[config.mk]
export PLATFORM = sky130hd
export DESIGN_NAME = aes_inv_roundkey_gen
export DESIGN_NICKNAME = d
export VERILOG_FILES = /design/src/rtl/aes_pkg.sv /design/src/rtl/aes_key_word_fn.sv /design/src/rtl/aes_inv_roundkey_gen.sv
export SDC_FILE = /design/constraint.sdc
export NUM_CORES = 2
export LEC_CHECK = 0
export ABC_AREA = 1
export BUFFER_PORTS_ARGS = -buffer_cell sky130_fd_sc_hd__buf_2
export CAP_MARGIN = 15
export CORE_UTILIZATION = 35
export DETAILED_ROUTE_END_ITERATION = 6
export PLACE_DENSITY = 0.59
export SLEW_MARGIN = 20
export SYNTH_ARGS = -nofsm -noshare
export SYNTH_HDL_FRONTEND = slang
export SYNTH_HIERARCHICAL = 1
export SYNTH_SLANG_ARGS = --single-unit
[constraint.sdc]
create_clock -name clk -period 6.3 [get_ports clk]
set_input_delay 0 -clock clk [delete_from_list [all_inputs] [get_ports clk]]
set_output_delay 0 -clock clk [all_outputs]
set_load 0.01 [all_outputs]
[src/rtl/aes_pkg.sv]
// Shared AES constants and helpers for the inverse round-key generator.
// Contents: key-size mode enum, Nk/Nr lookups, Rcon table, forward S-box,
// SubWord and InvMixColumns.
package aes_pkg;

  typedef enum logic [1:0] {
    AES128 = 2'b00,
    AES192 = 2'b01,
    AES256 = 2'b10
  } aes_mode_e;

  function automatic logic [3:0] mode_nk(input logic [1:0] m);
    case (m)
      AES128:  return 4'd4;
      AES192:  return 4'd6;
      default: return 4'd8;
    endcase
  endfunction

  function automatic logic [3:0] mode_nr(input logic [1:0] m);
    return mode_nk(m) + 4'd6;
  endfunction

  localparam logic [10:1][7:0] RCON = {8'h36, 8'h1b, 8'h80, 8'h40, 8'h20,
                                       8'h10, 8'h08, 8'h04, 8'h02, 8'h01};

  function automatic logic [7:0] rcon(input logic [3:0] q);
    if (q >= 4'd1 && q <= 4'd10) return RCON[q];
    return 8'h00;
  endfunction

  localparam logic [0:255][7:0] SBOX_TBL = {
    128'h637c777bf26b6fc53001672bfed7ab76, 128'hca82c97dfa5947f0add4a2af9ca472c0,
    128'hb7fd9326363ff7cc34a5e5f171d83115, 128'h04c723c31896059a071280e2eb27b275,
    128'h09832c1a1b6e5aa0523bd6b329e32f84, 128'h53d100ed20fcb15b6acbbe394a4c58cf,
    128'hd0efaafb434d338545f9027f503c9fa8, 128'h51a3408f929d38f5bcb6da2110fff3d2,
    128'hcd0c13ec5f974417c4a77e3d645d1973, 128'h60814fdc222a908846eeb814de5e0bdb,
    128'he0323a0a4906245cc2d3ac629195e479, 128'he7c8376d8dd54ea96c56f4ea657aae08,
    128'hba78252e1ca6b4c6e8dd741f4bbd8b8a, 128'h703eb5664803f60e613557b986c11d9e,
    128'he1f8981169d98e949b1e87e9ce5528df, 128'h8ca1890dbfe6426841992d0fb054bb16};

  function automatic logic [7:0] sbox(input logic [7:0] x);
    return SBOX_TBL[x];
  endfunction

  function automatic logic [31:0] sub_word(input logic [31:0] x);
    return {sbox(x[31:24]), sbox(x[23:16]), sbox(x[15:8]), sbox(x[7:0])};
  endfunction

  function automatic logic [7:0] xtime(input logic [7:0] a);
    return {a[6:0], 1'b0} ^ (a[7] ? 8'h1b : 8'h00);
  endfunction

  // Column transform with the inverse matrix rows {0e 0b 0d 09} rotated.
  function automatic logic [127:0] inv_mix_columns(input logic [127:0] s);
    logic [127:0] o;
    logic [3:0][7:0] a, m9, mb, md, me;
    o = '0;
    for (int c = 0; c < 4; c++) begin
      for (int j = 0; j < 4; j++) begin
        logic [7:0] x2, x4, x8;
        a[j]  = s[127 - 32*c - 8*j -: 8];
        x2    = xtime(a[j]);
        x4    = xtime(x2);
        x8    = xtime(x4);
        m9[j] = x8 ^ a[j];
        mb[j] = x8 ^ x2 ^ a[j];
        md[j] = x8 ^ x4 ^ a[j];
        me[j] = x8 ^ x4 ^ x2;
      end
      o[127 - 32*c -: 32] = {me[0] ^ mb[1] ^ md[2] ^ m9[3],
                             m9[0] ^ me[1] ^ mb[2] ^ md[3],
                             md[0] ^ m9[1] ^ me[2] ^ mb[3],
                             mb[0] ^ md[1] ^ m9[2] ^ me[3]};
    end
    return o;
  endfunction

endpackage

[src/rtl/aes_key_word_fn.sv]
// Key-schedule word function g(x, i) shared by forward expansion and
// backward stepping.
//   word_i : previous word x      idx_i : schedule index i
//   nk_i   : key length in words  word_o: g(x, i)
module aes_key_word_fn
  import aes_pkg::*;
(
  input  logic [31:0] word_i,
  input  logic [5:0]  idx_i,
  input  logic [3:0]  nk_i,
  output logic [31:0] word_o
);
  logic [5:0] rem;
  logic [3:0] quot;

  // i mod Nk and i / Nk; Nk=6 is the only case needing a real divide.
  always_comb begin
    rem  = '0;
    quot = '0;
    case (nk_i)
      4'd4: begin
        rem  = {4'd0, idx_i[1:0]};
        quot = idx_i[5:2];
      end
      4'd6: begin
        rem  = idx_i % 6'd6;
        quot = 4'(idx_i / 6'd6);
      end
      default: begin
        rem  = {3'd0, idx_i[2:0]};
        quot = {1'b0, idx_i[5:3]};
      end
    endcase
  end

  always_comb begin
    word_o = word_i;
    if (rem == 6'd0)
      word_o = sub_word({word_i[23:0], word_i[31:24]}) ^ {rcon(quot), 24'h0};
    else if (nk_i == 4'd8 && rem == 6'd4)
      word_o = sub_word(word_i);
  end

endmodule

[src/rtl/aes_inv_roundkey_gen.sv]
// Inverse AES key-schedule engine: expands the cipher key forward to the
// last round key, then walks the schedule backward emitting round keys
// Nr..0 on a valid/ready stream. Only an Nk-word sliding window is held.
//   clk, rst_n         : clock, async active-low reset
//   start, mode, key_in: request (sampled in IDLE only; mode 11 ignored)
//   busy, done         : activity flag, one-cycle completion pulse
//   rk_valid/rk_ready  : round-key handshake; rk_data, rk_round, rk_last
// Optional: define AES_INVKEY_MIXCOL_EN to emit InvMixColumns-transformed
// keys for rounds 1..Nr-1 (equivalent inverse cipher).
module aes_inv_roundkey_gen
  import aes_pkg::*;
(
  input  logic         clk,
  input  logic         rst_n,
  input  logic         start,
  input  logic [1:0]   mode,
  input  logic [255:0] key_in,
  output logic         busy,
  output logic         rk_valid,
  input  logic         rk_ready,
  output logic [127:0] rk_data,
  output logic [3:0]   rk_round,
  output logic         rk_last,
  output logic         done
);
  localparam logic [2:0] S_IDLE   = 3'd0;
  localparam logic [2:0] S_EXPAND = 3'd1;
  localparam logic [2:0] S_OFFER  = 3'd2;
  localparam logic [2:0] S_STEP   = 3'd3;
  localparam logic [2:0] S_FIN    = 3'd4;

  logic [2:0]       state_q, state_d;
  logic [7:0][31:0] win_q, win_d;   // win_q[0] holds w[b]
  logic [5:0]       b_q, b_d;
  logic [3:0]       r_q, r_d, nk_q, nk_d;
  logic             gap_q, gap_d;   // forces a bubble after each handshake

  logic [2:0]   nk_m1;
  logic         is_step;
  logic [31:0]  g_x, g_y, exp_word, step_word;
  logic [5:0]   g_idx, b_last, r_base, r_next_base;
  logic [255:0] key_al;

  assign nk_m1   = 3'(nk_q - 4'd1);
  assign is_step = (state_q == S_STEP);

  // Forward: g(w[b+Nk-1], b+Nk).  Backward: g(w[b+Nk-2], b+Nk-1).
  assign g_x   = is_step ? win_q[3'(nk_m1 - 3'd1)] : win_q[nk_m1];
  assign g_idx = is_step ? 6'(b_q + 6'(nk_q) - 6'd1) : 6'(b_q + 6'(nk_q));

  aes_key_word_fn u_g (
    .word_i (g_x),
    .idx_i  (g_idx),
    .nk_i   (nk_q),
    .word_o (g_y)
  );

  assign exp_word    = win_q[0] ^ g_y;
  assign step_word   = win_q[nk_m1] ^ g_y;
  assign b_last      = 6'({nk_q, 1'b0}) + 6'(nk_q) + 6'd28;  // 4(Nr+1)-Nk
  assign r_base      = {r_q, 2'b00};
  assign r_next_base = {r_q - 4'd1, 2'b00};
  // Left-justify the Nk-word key so w0 lands in the top word.
  assign key_al      = key_in << ((8 - int'(mode_nk(mode))) * 32);

  always_comb begin
    state_d = state_q;
    win_d   = win_q;
    b_d     = b_q;
    r_d     = r_q;
    nk_d    = nk_q;
    gap_d   = gap_q;
    case (state_q)
      S_IDLE: begin
        if (start && mode != 2'b11) begin
          for (int j = 0; j < 8; j++) win_d[j] = key_al[255 - 32*j -: 32];
          nk_d    = mode_nk(mode);
          b_d     = '0;
          r_d     = '0;
          gap_d   = 1'b0;
          state_d = S_EXPAND;
        end
      end
      S_EXPAND: begin
        for (int j = 0; j < 8; j++) begin
          if (3'(j) == nk_m1)     win_d[j] = exp_word;
          else if (3'(j) < nk_m1) win_d[j] = win_q[3'(j + 1)];
        end
        b_d = b_q + 6'd1;
        if (b_d == b_last) begin
          r_d     = nk_q + 4'd6;
          state_d = S_OFFER;
        end
      end
      S_OFFER: begin
        if (gap_q) gap_d = 1'b0;
        else if (rk_ready) begin
          if (r_q == 4'd0) state_d = S_FIN;
          else begin
            r_d   = r_q - 4'd1;
            gap_d = 1'b1;
            if (r_next_base < b_q) state_d = S_STEP;
          end
        end
      end
      S_STEP: begin
        win_d = {win_q[6:0], step_word};
        b_d   = b_q - 6'd1;
        if (b_d == r_base) state_d = S_OFFER;
      end
      S_FIN:   state_d = S_IDLE;
      default: state_d = S_IDLE;
    endcase
  end

  always_ff @(posedge clk or negedge rst_n) begin
    if (!rst_n) begin
      state_q <= S_IDLE;
      win_q   <= '0;
      b_q     <= '0;
      r_q     <= '0;
      nk_q    <= '0;
      gap_q   <= 1'b0;
    end else begin
      state_q <= state_d;
      win_q   <= win_d;
      b_q     <= b_d;
      r_q     <= r_d;
      nk_q    <= nk_d;
      gap_q   <= gap_d;
    end
  end

  logic [2:0]   off;
  logic [127:0] raw_key, key_out;

  assign off     = 3'(r_base - b_q);
  assign raw_key = {win_q[off], win_q[3'(off + 3'd1)],
                    win_q[3'(off + 3'd2)], win_q[3'(off + 3'd3)]};

`ifdef AES_INVKEY_MIXCOL_EN
  assign key_out = (r_q != 4'd0 && r_q != nk_q + 4'd6) ? inv_mix_columns(raw_key)
                                                        : raw_key;
`else
  assign key_out = raw_key;
`endif

  assign rk_valid = (state_q == S_OFFER) && !gap_q;
  assign rk_data  = rk_valid ? key_out : '0;
  assign rk_round = r_q;
  assign rk_last  = rk_valid && (r_q == 4'd0);
  assign done     = (state_q == S_FIN);
  assign busy     = (state_q == S_EXPAND) || (state_q == S_OFFER) ||
                    (state_q == S_STEP);

endmodule

==> results.json <==
{
  "r2r_end": "win_q[228]$_DFFE_PN0P_",
  "avgRoutedWirePerCell_um": 27.2,
  "dp_hpwl_um": 169000,
  "via_per_inst": 6.37,
  "cts_tree": "done",
  "tightest_slew_ps": 1240,
  "grt_pass1_vias": 52000,
  "crit_type": "reg2reg",
  "gr-total-overflow": 0,
  "r2r-start": "nk_q[2]$_DFFE_PN0P_",
  "whs_ps": -39.0,
  "synthCells": 7038,
  "clockBufferDepth": 3,
  "cts_buffers": 31,
  "cp-start-kind": "flip-flop",
  "synth_most_common_cell": "nand2_1",
  "port-buffer-count": 397,
  "r2r_cells": 23,
  "finClkSkew_ps": 16.0,
  "period_minus_slack_ps": 6010,
  "wirelength_um": 240000,
  "rsz0062_at_grt": "false",
  "ioPinCount": 398,
  "violations": "DRC, hold timing",
  "cp_data_required_time_ps": 6780,
  "core_mm2": 0.111,
  "hold_viol_final": 22,
  "vias": 56300,
  "synth_area_leaders": "dfrtp_1, nand2_1, o21ai_0, nand3_1, a21oi_1",
  "yosys.area.top_type": "dfrtp_1",
  "finalNetCount": 7658,
  "first_pass_iters": 7,
  "dieWidth_um": 336,
  "synth.avg_cell_area_um2": 5.56,
  "grt_max_degree": 150,
  "gp_congestion": 1.05,
  "final_max_slew_viol_count": 0,
  "yosysSeqAreaShare_pct": 17.4,
  "yosysWarnings": 6,
  "cp_max_fo": 34,
  "rows": 122,
  "yosysTopAreaCellShare_pct": 17.4,
  "grt_usage_pct": 40.5,
  "synth-edff-count": 0,
  "setup_viol": 0,
  "cts.clk_slew.worst_paths_ps": 70,
  "drv_cap": 0,
  "outcome": "finished, violations left",
  "clk_latency_ps": 630,
  "slew_headroom_pct": 17.2,
  "arrival_ps": 6490,
  "syn2layout_area_growth_pct": 17.5,
  "ys_async_sr_fraction_pct": 100,
  "htreeDepth": 1,
  "r2r_slack_ps": 290,
  "fin_crit_sh_pct": 95.4,
  "drc_errors": 26,
  "die_area_mm2": 0.113,
  "yosysUniqueCellTypes": 56,
  "layout-drive-gt1-share_pct": 10.5,
  "start_util_pct": 35.3,
  "grt_pass1_wl_um": 345000,
  "synthTopCellsByCount": "nand2_1, o21ai_0, nand3_1",
  "ant_nets": 0,
  "utilization_pct": 41.5,
  "fin_tns_setup_ps": 0,
  "clock_tree.root_cell": "clkbuf_16",
  "endpoint_kind": "flip-flop",
  "drt_iter0_markers": 8501,
  "holdCritPathClass": "in2async",
  "fmax_mhz": 166,
  "clock_sink_count": 273,
  "antenna_found_initial": 16,
  "synth_seq_cells": 273,
  "synth_flop_cell": "dfrtp_1",
  "die_y_um": 336,
  "syn_area_mm2": 0.0392
}
==> flip-flops by register name (all words and copies together) (netlist names) <==
signal    cells
state_q       3
b_q           6
win_q       256
gap_q         1
rk_round      4
nk_q          3
==> how the worst max path moves through the flow <==
stage                                   endpoint                 from  depth (start not counted)
after floorplan           win_q[254]$_DFFE_PN0P_  nk_q[1]$_DFFE_PN0P_                         31
after global placement    win_q[234]$_DFFE_PN0P_  nk_q[2]$_DFFE_PN0P_                         29
after detailed placement  win_q[247]$_DFFE_PN0P_  nk_q[2]$_DFFE_PN0P_                         26
after CTS                 win_q[105]$_DFFE_PN0P_  nk_q[2]$_DFFE_PN0P_                         30
after global routing      win_q[105]$_DFFE_PN0P_  nk_q[2]$_DFFE_PN0P_                         30
final                     win_q[228]$_DFFE_PN0P_  nk_q[2]$_DFFE_PN0P_                         23
==> worst max-delay path: stages, from the launching register on <==
cell     delay (ps)
dfrtp_1         460
inv_1           190
ha_4            390
buf_16          270
a21oi_1          70
o21ai_0         160
nand2_1         140
o21ai_2         540
buf_4           380
nand2_1         410
nand2_1         310
o31ai_1         110
o21ai_0         430
nand3_1         130
nand3_1         120
nand2_1          90
nand2_1         270
o21ai_1         270
xnor2_1         370
nor2_1          170
o22ai_1         150
o21ai_0         100
o21ai_0         190
o21ai_0         100
==> cell families after synthesis <==
group	synth area share, %
other cells	0.00958
flops	17.4
fa+ha+maj	2.59
simple gates	30.3
compound gates	36.0
buf+inv	12.2
xor+xnor	1.45
==> final cells by class <==
type | instances | area, µm²
diodes | 9 | 22.5
clock buffers | 46 | 892
clock inverters | 11 | 161
fillers | 12300 | 64800
inverters | 605 | 2290
multi-input cells | 5573 | 27900
flip-flops and latches | 273 | 6840
well taps | 1488 | 1860
repair buffers | 832 | 6070
==> cell usage in the layout, fill, tap and decap left out, types with 161 or more instances in the layout <==
master,Yosys,final
nand2_1,1707,1706
o21ai_0,1253,1223
nand3_1,586,586
inv_1,557,555
a21oi_1,538,536
nor2_1,419,411
buf_2,173,396
dfrtp_1,273,271
o21ai_1,226,238
dlygate4sd3_1,0,225
buf_4,7,191
o211ai_1,161,161
==> per-layer routing <==
metal	GRT usage (%)	part of all wire (%)	routed length (µm)
met5	0	0.027	66
met4	30.8	9.2	22100
met3	9.59	12	29100
met2	61.1	42	100000
met1	49.8	37	88700
==> repair_timing <==
item / 4_1_cts / 5_1_grt
resized for setup: 0 / 19
endpoints found under the setup margin: 0 / 44
hold buffers: 225 / 0
buffers inserted: 0 / 4
endpoints found under the hold margin: 303 / 0
==> per-stage QoR <==
| step | setup WS (ps) | cells | cell area [µm²] |
|---|---|---|---|
| 4_1_cts | 16.7 | 8821 | 45800 |
| 5_1_grt | 32.9 | 8833 | 46000 |
| 3_3_place_gp | 320 | 8539 | 42500 |
| 6_report | 292 | 8837 | 46000 |
| 3_5_place_dp | 343 | 8539 | 42500 |
| 2_1_floorplan | 793 | 7039 | 39200 |
Power is left out: the tool's default activity adds up to more than one toggle a clock period on the data nets, which glitch-free logic cannot reach.
